## config.mk

```make
export PLATFORM = sky130hd
export DESIGN_NAME = spi_target
export DESIGN_NICKNAME = d
export VERILOG_FILES = /design/src/rtl/spi_target.sv
export SDC_FILE = /design/constraint.sdc
export NUM_CORES = 1
export LEC_CHECK = 0
export CELL_PAD_IN_SITES_DETAIL_PLACEMENT = 2
export CELL_PAD_IN_SITES_GLOBAL_PLACEMENT = 2
export CORE_UTILIZATION = 38
export DETAILED_ROUTE_END_ITERATION = 10
export GPL_TIMING_DRIVEN = 0
export PLACE_DENSITY_LB_ADDON = 0.1
export RECOVER_POWER = 25
export SETUP_SLACK_MARGIN = 0.3
export SLEW_MARGIN = 10
export SYNTH_ARGS = -nofsm -noshare
export SYNTH_HDL_FRONTEND = slang
export SYNTH_SLANG_ARGS = --single-unit
```

## constraint.sdc

```tcl
create_clock -name clk -period 2.8 [get_ports clk]
set_input_delay 0.56 -clock clk [delete_from_list [all_inputs] [get_ports clk]]
set_output_delay 0.56 -clock clk [all_outputs]
set_load 0.05 [all_outputs]
```

## src/rtl/spi_target.sv

```systemverilog
// spi_target: SPI mode 0 target (CPOL=0, CPHA=0), MSB first on mosi and miso.
// sclk, cs_n and mosi are synchronised into the clk domain and edge-detected there.
// One-byte tx and rx holding registers with valid/ready handshakes.
// Optional feature macro: SPI_TARGET_OVERRUN_EN (sticky rx_overrun flag).
module spi_target #(
  parameter int         SYNC_STAGES = 2,
  parameter logic [7:0] IDLE_BYTE   = 8'hff
) (
  input  logic       clk,
  input  logic       rst_n,
  input  logic       sclk,
  input  logic       cs_n,
  input  logic       mosi,
  output logic       miso,
  output logic       miso_oe,
  input  logic [7:0] tx_data,
  input  logic       tx_load,
  output logic       tx_ready,
  output logic       tx_underrun,
  output logic [7:0] rx_data,
  output logic       rx_valid,
  input  logic       rx_ack,
  output logic       rx_overrun,
  input  logic       rx_overrun_clr,
  output logic       busy
);

  localparam logic [0:0] ST_IDLE   = 1'b0;
  localparam logic [0:0] ST_ACTIVE = 1'b1;

  logic [SYNC_STAGES-1:0] r_sclk_sync;
  logic [SYNC_STAGES-1:0] r_cs_n_sync;
  logic [SYNC_STAGES-1:0] r_mosi_sync;
  logic                   r_sclk_q;
  logic                   r_cs_n_q;
  logic [0:0]             r_state;
  logic [2:0]             r_bit_cnt;
  logic [7:0]             r_rx_shift;
  logic [7:0]             r_tx_shift;
  logic [7:0]             r_tx_hold;
  logic                   r_tx_full;
  logic                   r_tx_underrun;
  logic [7:0]             r_rx_data;
  logic                   r_rx_valid;
  logic                   r_rx_overrun;

  logic       w_sclk_s;
  logic       w_cs_n_s;
  logic       w_mosi_s;
  logic       w_sclk_rise;
  logic       w_sclk_fall;
  logic       w_cs_fall;
  logic       w_cs_rise;
  logic       w_active;
  logic       w_select;
  logic       w_rise_act;
  logic       w_fall_act;
  logic       w_byte_load;
  logic       w_byte_done;
  logic       w_tx_accept;
  logic [7:0] w_rx_next;

  // Input synchronisers; cs_n resets high so reset release never looks like a select.
  always_ff @(posedge clk or negedge rst_n) begin
    if (!rst_n) begin
      r_sclk_sync <= '0;
      r_cs_n_sync <= '1;
      r_mosi_sync <= '0;
      r_sclk_q    <= 1'b0;
      r_cs_n_q    <= 1'b1;
    end else begin
      r_sclk_sync <= {r_sclk_sync[SYNC_STAGES-2:0], sclk};
      r_cs_n_sync <= {r_cs_n_sync[SYNC_STAGES-2:0], cs_n};
      r_mosi_sync <= {r_mosi_sync[SYNC_STAGES-2:0], mosi};
      r_sclk_q    <= r_sclk_sync[SYNC_STAGES-1];
      r_cs_n_q    <= r_cs_n_sync[SYNC_STAGES-1];
    end
  end

  assign w_sclk_s    = r_sclk_sync[SYNC_STAGES-1];
  assign w_cs_n_s    = r_cs_n_sync[SYNC_STAGES-1];
  assign w_mosi_s    = r_mosi_sync[SYNC_STAGES-1];
  assign w_sclk_rise = w_sclk_s & ~r_sclk_q;
  assign w_sclk_fall = ~w_sclk_s & r_sclk_q;
  assign w_cs_fall   = ~w_cs_n_s & r_cs_n_q;
  assign w_cs_rise   = w_cs_n_s & ~r_cs_n_q;
  assign w_active    = (r_state == ST_ACTIVE);
  // Deselect takes priority over any sclk edge seen in the same cycle.
  assign w_select    = ~w_active & w_cs_fall;
  assign w_rise_act  = w_active & ~w_cs_rise & w_sclk_rise;
  assign w_fall_act  = w_active & ~w_cs_rise & w_sclk_fall;
  assign w_byte_load = w_select | (w_fall_act & (r_bit_cnt == 3'd0));
  assign w_byte_done = w_rise_act & (r_bit_cnt == 3'd7);
  assign w_rx_next   = {r_rx_shift[6:0], w_mosi_s};
  // A load landing on the same cycle as a byte load frees the slot it refills.
  assign w_tx_accept = tx_load & (~r_tx_full | w_byte_load);

  // FSM, bit counter and the two shift registers.
  always_ff @(posedge clk or negedge rst_n) begin
    if (!rst_n) begin
      r_state    <= ST_IDLE;
      r_bit_cnt  <= 3'd0;
      r_rx_shift <= 8'h00;
      r_tx_shift <= 8'h00;
    end else begin
      if (w_select) begin
        r_state   <= ST_ACTIVE;
        r_bit_cnt <= 3'd0;
      end else if (w_active && w_cs_rise) begin
        r_state    <= ST_IDLE;
        r_bit_cnt  <= 3'd0;
        r_rx_shift <= 8'h00;
      end else begin
        if (w_rise_act) begin
          r_rx_shift <= w_rx_next;
          r_bit_cnt  <= r_bit_cnt + 3'd1;
        end
        if (w_fall_act && (r_bit_cnt != 3'd0)) begin
          r_tx_shift <= {r_tx_shift[6:0], 1'b0};
        end
      end
      if (w_byte_load) begin
        r_tx_shift <= r_tx_full ? r_tx_hold : IDLE_BYTE;
      end
    end
  end

  // tx holding register, its full flag and the underrun pulse.
  always_ff @(posedge clk or negedge rst_n) begin
    if (!rst_n) begin
      r_tx_hold     <= 8'h00;
      r_tx_full     <= 1'b0;
      r_tx_underrun <= 1'b0;
    end else begin
      r_tx_underrun <= w_byte_load & ~r_tx_full;
      if (w_tx_accept) begin
        r_tx_hold <= tx_data;
        r_tx_full <= 1'b1;
      end else if (w_byte_load) begin
        r_tx_full <= 1'b0;
      end
    end
  end

  // rx holding register; a completing byte beats a same-cycle acknowledge.
  always_ff @(posedge clk or negedge rst_n) begin
    if (!rst_n) begin
      r_rx_data  <= 8'h00;
      r_rx_valid <= 1'b0;
    end else begin
      if (w_byte_done) begin
        r_rx_data  <= w_rx_next;
        r_rx_valid <= 1'b1;
      end else if (rx_ack) begin
        r_rx_valid <= 1'b0;
      end
    end
  end

`ifdef SPI_TARGET_OVERRUN_EN
  // Sticky overrun flag; setting wins over a same-cycle clear.
  always_ff @(posedge clk or negedge rst_n) begin
    if (!rst_n) begin
      r_rx_overrun <= 1'b0;
    end else if (w_byte_done && r_rx_valid && !rx_ack) begin
      r_rx_overrun <= 1'b1;
    end else if (rx_overrun_clr) begin
      r_rx_overrun <= 1'b0;
    end
  end
`else
  assign r_rx_overrun = 1'b0;
  logic w_unused_clr;
  assign w_unused_clr = rx_overrun_clr;
`endif

  assign miso        = w_active ? r_tx_shift[7] : 1'b1;
  assign miso_oe     = w_active;
  assign busy        = w_active;
  assign tx_ready    = ~r_tx_full;
  assign tx_underrun = r_tx_underrun;
  assign rx_data     = r_rx_data;
  assign rx_valid    = r_rx_valid;
  assign rx_overrun  = r_rx_overrun;

endmodule

```

==> impl_metrics.py, run 1 <==
metrics = {
    "yosys": {
        "synth_area_um2": 1850,
        "netlist_instances": 138,
        "yosysTopAreaCellShare_pct": 58.3,
        "synth_nets": 157,
        "synth-xor-area-share_pct": 0,
        "synth.avg_cell_area_um2": 13.4,
        "ys.flop_type": "dfrtp_1",
        "synthTopCellsByArea": "dfrtp_1 58%, mux2_2 9.8%, dfstp_2 4.3%",
        "synthSimpleGateAreaFrac_pct": 9.76,
        "synthAdderAreaFrac_pct": 2.03,
        "synth_edf_count": 0,
        "synth_top_family_by_area": "multiplexers",
        "synthMuxAreaShare_pct": 13.6,
        "yosysTopAreaCell": "dfrtp_1",
        "synth-seq-cells": 46,
        "synth_cell_types": 30,
        "synth_compound_area_share_pct": 9.56,
        "yosysWarnings": 0,
        "async_flop_share_pct": 100,
        "seq_area_frac_synth_pct": 62.6,
    },
    "final_layout": {
        "num-nets-final": 193,
        "synthToLayoutAreaGrowth_pct": 25.4,
        "drive_gt1_share_pct": 19.4,
        "final_area_um2": 2310,
        "layout_commonest_cell": "dfrtp_1",
        "num_antenna_cells": 0,
        "final_util_pct": 51.4,
        "most-common-layout-cells": "43 x dfrtp_1, 25 x clkdlybuf4s50_1, 16 x mux2_2",
    },
    "place": {
        "io_buffers": 28,
        "post-place-ws_ns": 0.754,
        "dp_hpwl_um": 2710,
        "place_congestion": 0.706,
        "place_area_um2": 2210,
    },
    "sta": {
        "maxClockFrequency_mhz": 424,
        "period_share_pct": 84.3,
        "whs_ns": 0.364,
        "finalCriticalPeriod_ns": 2.36,
        "fin_skew_ns": 0.00649,
        "maxSlewViolCount": 0,
        "setup_ws_ns": 0.439,
        "grt_setup_unrepaired": "false",
        "slew-limit-headroom_pct": 22.2,
        "setup_viol": 0,
        "finalHoldViolations": 0,
        "worst_slew_pin_slew_ns": 1.17,
    },
    "routing": {
        "route.detailed.drc": 0,
        "vias": 1164,
        "drt-initial-drc-count": 45,
        "firstDrtPassIters": 4,
        "totalWireLength_um": 3860,
        "viasPerCell": 5.13,
        "wl_per_cell_um": 17.0,
        "ant_nets": 0,
    },
    "worst_setup_path": {
        "worstRegToRegCells": 6,
        "timing_worst_setup_path_type": "flip-flop to output pin",
        "cp-start-kind": "flip-flop",
        "rr_endpoint": "r_tx_hold[1]",
        "required_ns": 2.24,
        "r2r-start": "r_bit_cnt[0]",
        "crit_chain": "inv_1 -> clkdlybuf4s50_1",
        "endpoint_kind": "output pin",
        "crit_arrival_ns": 1.80,
        "path_max_fanout": 10,
        "r2r_setup_slack_ns": 0.90,
        "crit_buf_inv": 2,
        "cp_top_family": "buffers and inverters",
        "slowest_delay_ns": 0.81,
        "slowest_stage": "clkdlybuf4s50_1",
    },
    "job": {
        "max_cap_violations": 0,
    },
    "clock_network": {
        "root_buffer": "clkbuf_8",
        "htreeDepth": 2,
        "clk_latency_ns": 0.30,
        "cts_setup_buffers": 0,
        "clock_path_buffers": 2,
        "cts_resized": 0,
        "cts_tree": "yes",
        "clkSinkCount": 46,
        "cts_hold_buf": 0,
        "clk_pin_slew_worst_paths_ns": 0.08,
        "numCtsBuffers": 5,
    },
    "power": {
        "power.total_mw": 1.64,
        "vdd_drop_max_uv": 390,
        "p_per_area_nw_per_um2": 710,
        "leakagePower_nw": 1.07,
    },
    "status": {
        "status": "completed",
    },
    "min_path": {
        "hold_path_depth": 0,
        "min_to": "r_sclk_sync[1]",
        "hold_class": "flip-flop to flip-flop",
        "hp-start": "r_sclk_sync[0]",
    },
    "floorplanning": {
        "dieArea_um2": 5140,
        "initial_core_util_pct": 41.0,
        "fp.dieH_um": 71.7,
        "die_w_um": 71.7,
        "num_io_pins": 31,
        "design.core.area_um2": 4500,
        "rows": 24,
    },
    "global_routing": {
        "grt_pass1_wl_um": 6810,
        "grt_max_degree": 28,
        "gr-usage-all-layers_pct": 17.9,
        "gr-total-overflow": 0,
        "grt_pass1_vias": 1321,
        "antenna_found_initial": 0,
    },
}
[Yosys cell counts (2+ instances only)]
master,n
dfrtp_1,43
and3_1,2
mux2_2,16
nor2b_1,4
buf_4,2
o21ai_1,2
a22o_1,7
ha_1,3
inv_1,5
o21ai_0,8
a32o_1,2
mux2i_1,7
dfstp_2,3
nand2_1,10
nand2b_1,9
[per-stage QoR]
stage	std cells	TNS, ns
floorplan	138	0
global placement	218	-3.68
detailed placement	219	0
CTS	227	0
global route	227	0
finish	227	0
[cells by family (layout without fill, tap and decap cells)]
kind of cell	Yosys count	after routing
other cells	1	1
mux	23	23
flops	46	46
fa+ha+maj	3	3
simple gates	32	32
compound gates	24	24
buf+inv	9	46
[routing by layer]
layer  part of all wire [%]  vias to the layer above  GRT usage, %
met5                      0                        -             0
met4                    1.9                        0          7.19
met3                    2.7                        6          4.22
met2                     49                       20          28.2
met1                     47                      587          24.0
li1                       -                      551             -
[registers in the layout (all words and copies together), names as in the netlist]
signal       count
busy             1
r_bit_cnt        3
r_cs_n_q         1
r_cs_n_sync      2
r_mosi_sync      2
r_rx_shift       7
r_sclk_q         1
r_sclk_sync      2
r_tx_full        1
r_tx_hold        8
r_tx_shift       8
rx_data          8
rx_valid         1
tx_underrun      1
[power breakdown]
part	total, mW	internal [mW]	switching [mW]
Clock	0.461	0.249	0.212
Combinational	0.341	0.162	0.179
Sequential	0.843	0.776	0.0668
Total	1.64	1.19	0.457
[how the worst max path moves through the flow]
stage                    from             end  slack, ns  cells after the start
global route        r_tx_full        tx_ready       0.35                      2
floorplan                busy    r_tx_hold[0]       1.05                      4
detailed placement  r_tx_full        tx_ready       0.75                      2
CTS                 r_tx_full        tx_ready       0.41                      2
global placement        rst_n  r_sclk_sync[0]      -0.09                      1
finish              r_tx_full        tx_ready       0.44                      2
[area by class of cell]
type | count | area (um2)
Timing Repair Buffer | 29 | 294
Clock buffer | 8 | 110
Buffer | 4 | 23.8
Multi-Input combinational cell | 83 | 648
Inverter | 5 | 18.8
Sequential cell | 46 | 1150
Tap cell | 52 | 65.1
Fill cell | 443 | 2190
(Power assumes the default switching activity.)
==> inputs of run 2 (changes only) <==
--- a/config.mk
+++ b/config.mk
@@ -7,7 +7,7 @@
 export LEC_CHECK = 0
 export CELL_PAD_IN_SITES_DETAIL_PLACEMENT = 2
 export CELL_PAD_IN_SITES_GLOBAL_PLACEMENT = 2
-export CORE_UTILIZATION = 38
+export CORE_UTILIZATION = 35
 export DETAILED_ROUTE_END_ITERATION = 10
 export GPL_TIMING_DRIVEN = 0
 export PLACE_DENSITY_LB_ADDON = 0.1
==> constraint.sdc (replaced) <==
create_clock -name clk -period 2.2 [get_ports clk]
set_input_delay 0.44 -clock clk [delete_from_list [all_inputs] [get_ports clk]]
set_output_delay 0.44 -clock clk [all_outputs]
set_load 0.05 [all_outputs]
==> run 2 against run 1 <==
  * Core utilization shrank 5.3 points
  * Cell area grew 1.6%
  * Register-to-register slack lost 0.53 ns
  * Hold slack lost 0.073 ns
  * Clock-buffer cell count shrank 3
  * Flip-flop and latch count is the same
  * Via count grew 1.5%
  * Cell count grew 8.8%
  * Global-route usage shrank 2.1 points
  * Combinational power grew 29%
  * Largest power group unchanged
==> impl_metrics.py, run 2 (synthesized netlist as in run 1, its figures left out) <==
metrics = {
    "final_layout": {
        "seq_area_um2": 1150,
        "fin_cells": 247,
        "most-common-layout-cells": "43 x dfrtp_1, 16 x mux2_2, 11 x clkdlybuf4s50_1",
        "num-nets-final": 195,
        "n_fill_cell": 518,
        "layout_commonest_cell": "dfrtp_1",
        "final_area_um2": 2350,
        "num_antenna_cells": 0,
        "synthToLayoutAreaGrowth_pct": 27.5,
        "drive_gt1_share_pct": 24.9,
        "multi_input_area_um2": 663,
    },
    "routing": {
        "wl_per_cell_um": 15.7,
        "viasPerCell": 4.79,
        "ant_nets": 0,
        "vias": 1182,
        "drt-initial-drc-count": 29,
        "route.detailed.drc": 0,
        "firstDrtPassIters": 3,
        "totalWireLength_um": 3880,
    },
    "sta": {
        "setup_viol": 0,
        "maxSlewViolCount": 0,
        "setup_ws_ns": 0.371,
        "finalHoldViolations": 0,
        "worst_slew_pin_slew_ns": 1.02,
        "finalCriticalPeriod_ns": 1.83,
        "period_share_pct": 83.1,
        "grt_setup_unrepaired": "true",
        "fin_skew_ns": 0.00729,
        "whs_ns": 0.291,
        "slew-limit-headroom_pct": 31.8,
        "maxClockFrequency_mhz": 547,
    },
    "clock_network": {
        "root_buffer": "clkbuf_8",
        "htreeDepth": 2,
        "clk_latency_ns": 0.29,
        "numCtsBuffers": 5,
        "clock_path_buffers": 2,
        "cts_tree": "yes",
        "clkSinkCount": 46,
        "cts_hold_buf": 0,
        "clk_pin_slew_worst_paths_ns": 0.09,
    },
    "floorplanning": {
        "num_io_pins": 31,
        "die_w_um": 74.6,
        "initial_core_util_pct": 36.1,
        "dieArea_um2": 5570,
        "rows": 26,
        "design.core.area_um2": 5110,
        "fp.dieH_um": 74.6,
    },
    "worst_setup_path": {
        "crit_chain": "dlygate4sd2_1",
        "cp_num_cells": 1,
        "crit_buf_inv": 1,
        "crit_arrival_ns": 1.39,
        "path_max_fanout": 10,
        "worstRegToRegCells": 7,
        "cp-start-kind": "flip-flop",
        "endpoint_kind": "output pin",
        "cp_top_family": "buffers and inverters",
        "slowest_stage": "dlygate4sd2_1",
        "timing_worst_setup_path_type": "flip-flop to output pin",
        "slowest_delay_ns": 0.57,
        "required_ns": 1.76,
    },
    "global_routing": {
        "gr-usage-all-layers_pct": 15.8,
        "grt_max_degree": 29,
        "busiest_layer": "met2",
        "met3_usage_pct": 4.42,
        "grt_pass1_wl_um": 6360,
        "grtUsageMet2_pct": 27.1,
        "gr-usage-met1_pct": 19.0,
        "gr-total-overflow": 0,
        "grt_pass1_vias": 1277,
        "antenna_found_initial": 0,
    },
    "power": {
        "vdd_drop_max_uv": 378,
        "power.total_mw": 2.14,
        "leakagePower_nw": 1.18,
        "p_per_area_nw_per_um2": 908,
    },
    "place": {
        "io_buffers": 28,
        "placedCellCount": 237,
        "post-place-ws_ns": 0.299,
        "place_congestion": 0.699,
        "dp_hpwl_um": 2750,
        "place_area_um2": 2230,
    },
    "status": {
        "status": "completed",
    },
    "min_path": {
        "hold_class": "input pin to async pin",
    },
    "job": {
        "max_cap_violations": 0,
    },
}
==> run 2: worst register-to-register path, stage by stage (launching register included) <==
cell	delay (ns)
dfrtp_1	0.40
inv_2	0.06
ha_1	0.18
nor2b_2	0.17
and4_2	0.27
o21ai_4	0.17
buf_12	0.14
mux2_2	0.33
==> run 2: worst paths after layout <==
check / slack (ns) / to / from
hold / removal: 0.29 / r_tx_hold[2] / rst_n
hold reg to reg: 0.36 / r_mosi_sync[1] / r_mosi_sync[0]
setup reg to reg: 0.37 / r_tx_hold[1] / r_bit_cnt[0]
min in group clk: 0.36 / r_mosi_sync[1] / r_mosi_sync[0]
max in group asynchronous: 0.66 / r_rx_shift[2] / rst_n
setup / recovery: 0.37 / busy / busy
==> run 2: layout make-up <==
type / instances / share of cell area (%)
timing repair buffer: 31 / 12.6
sequential: 46 / 49.1
inverter: 5 / 0.798
multi-input combinational: 83 / 28.2
clock inverter: 3 / 1.70
clock buffer: 5 / 2.93
tap: 70 / 3.72
buffer: 4 / 1.01
==> run 2: metrics by stage <==
stage,util [%],setup TNS (ns)
6_report,46.1,0
5_1_grt,46.1,0
4_1_cts,45.5,0
3_5_place_dp,43.6,0
3_3_place_gp,43.3,-24.78
2_1_floorplan,-,0
==> run 2: power by group <==
group	switching, mW	total (mW)	internal (mW)	leakage [nW]
Sequential	0.0927	1.08	0.989	0.581
Combinational	0.234	0.441	0.207	0.540
Clock	0.280	0.614	0.334	0.0579
Total	0.607	2.14	1.53	1.18
==> run 2: routing by layer <==
metal / routed length, um / up-vias
met5: 0 / -
met4: 37 / 0
met3: 134 / 5
met2: 2050 / 21
met1: 1650 / 604
li1: - / 552
==> run 2: what timing repair did <==
| item | in CTS | in global routing |
|---|---|---|
| buffers inserted | 0 | 2 |
| hold endpoints to repair | 0 | 0 |
| endpoints found under the setup margin | 12 | 22 |
| gates resized for setup | 13 | 12 |
| pin swaps | 1 | 1 |
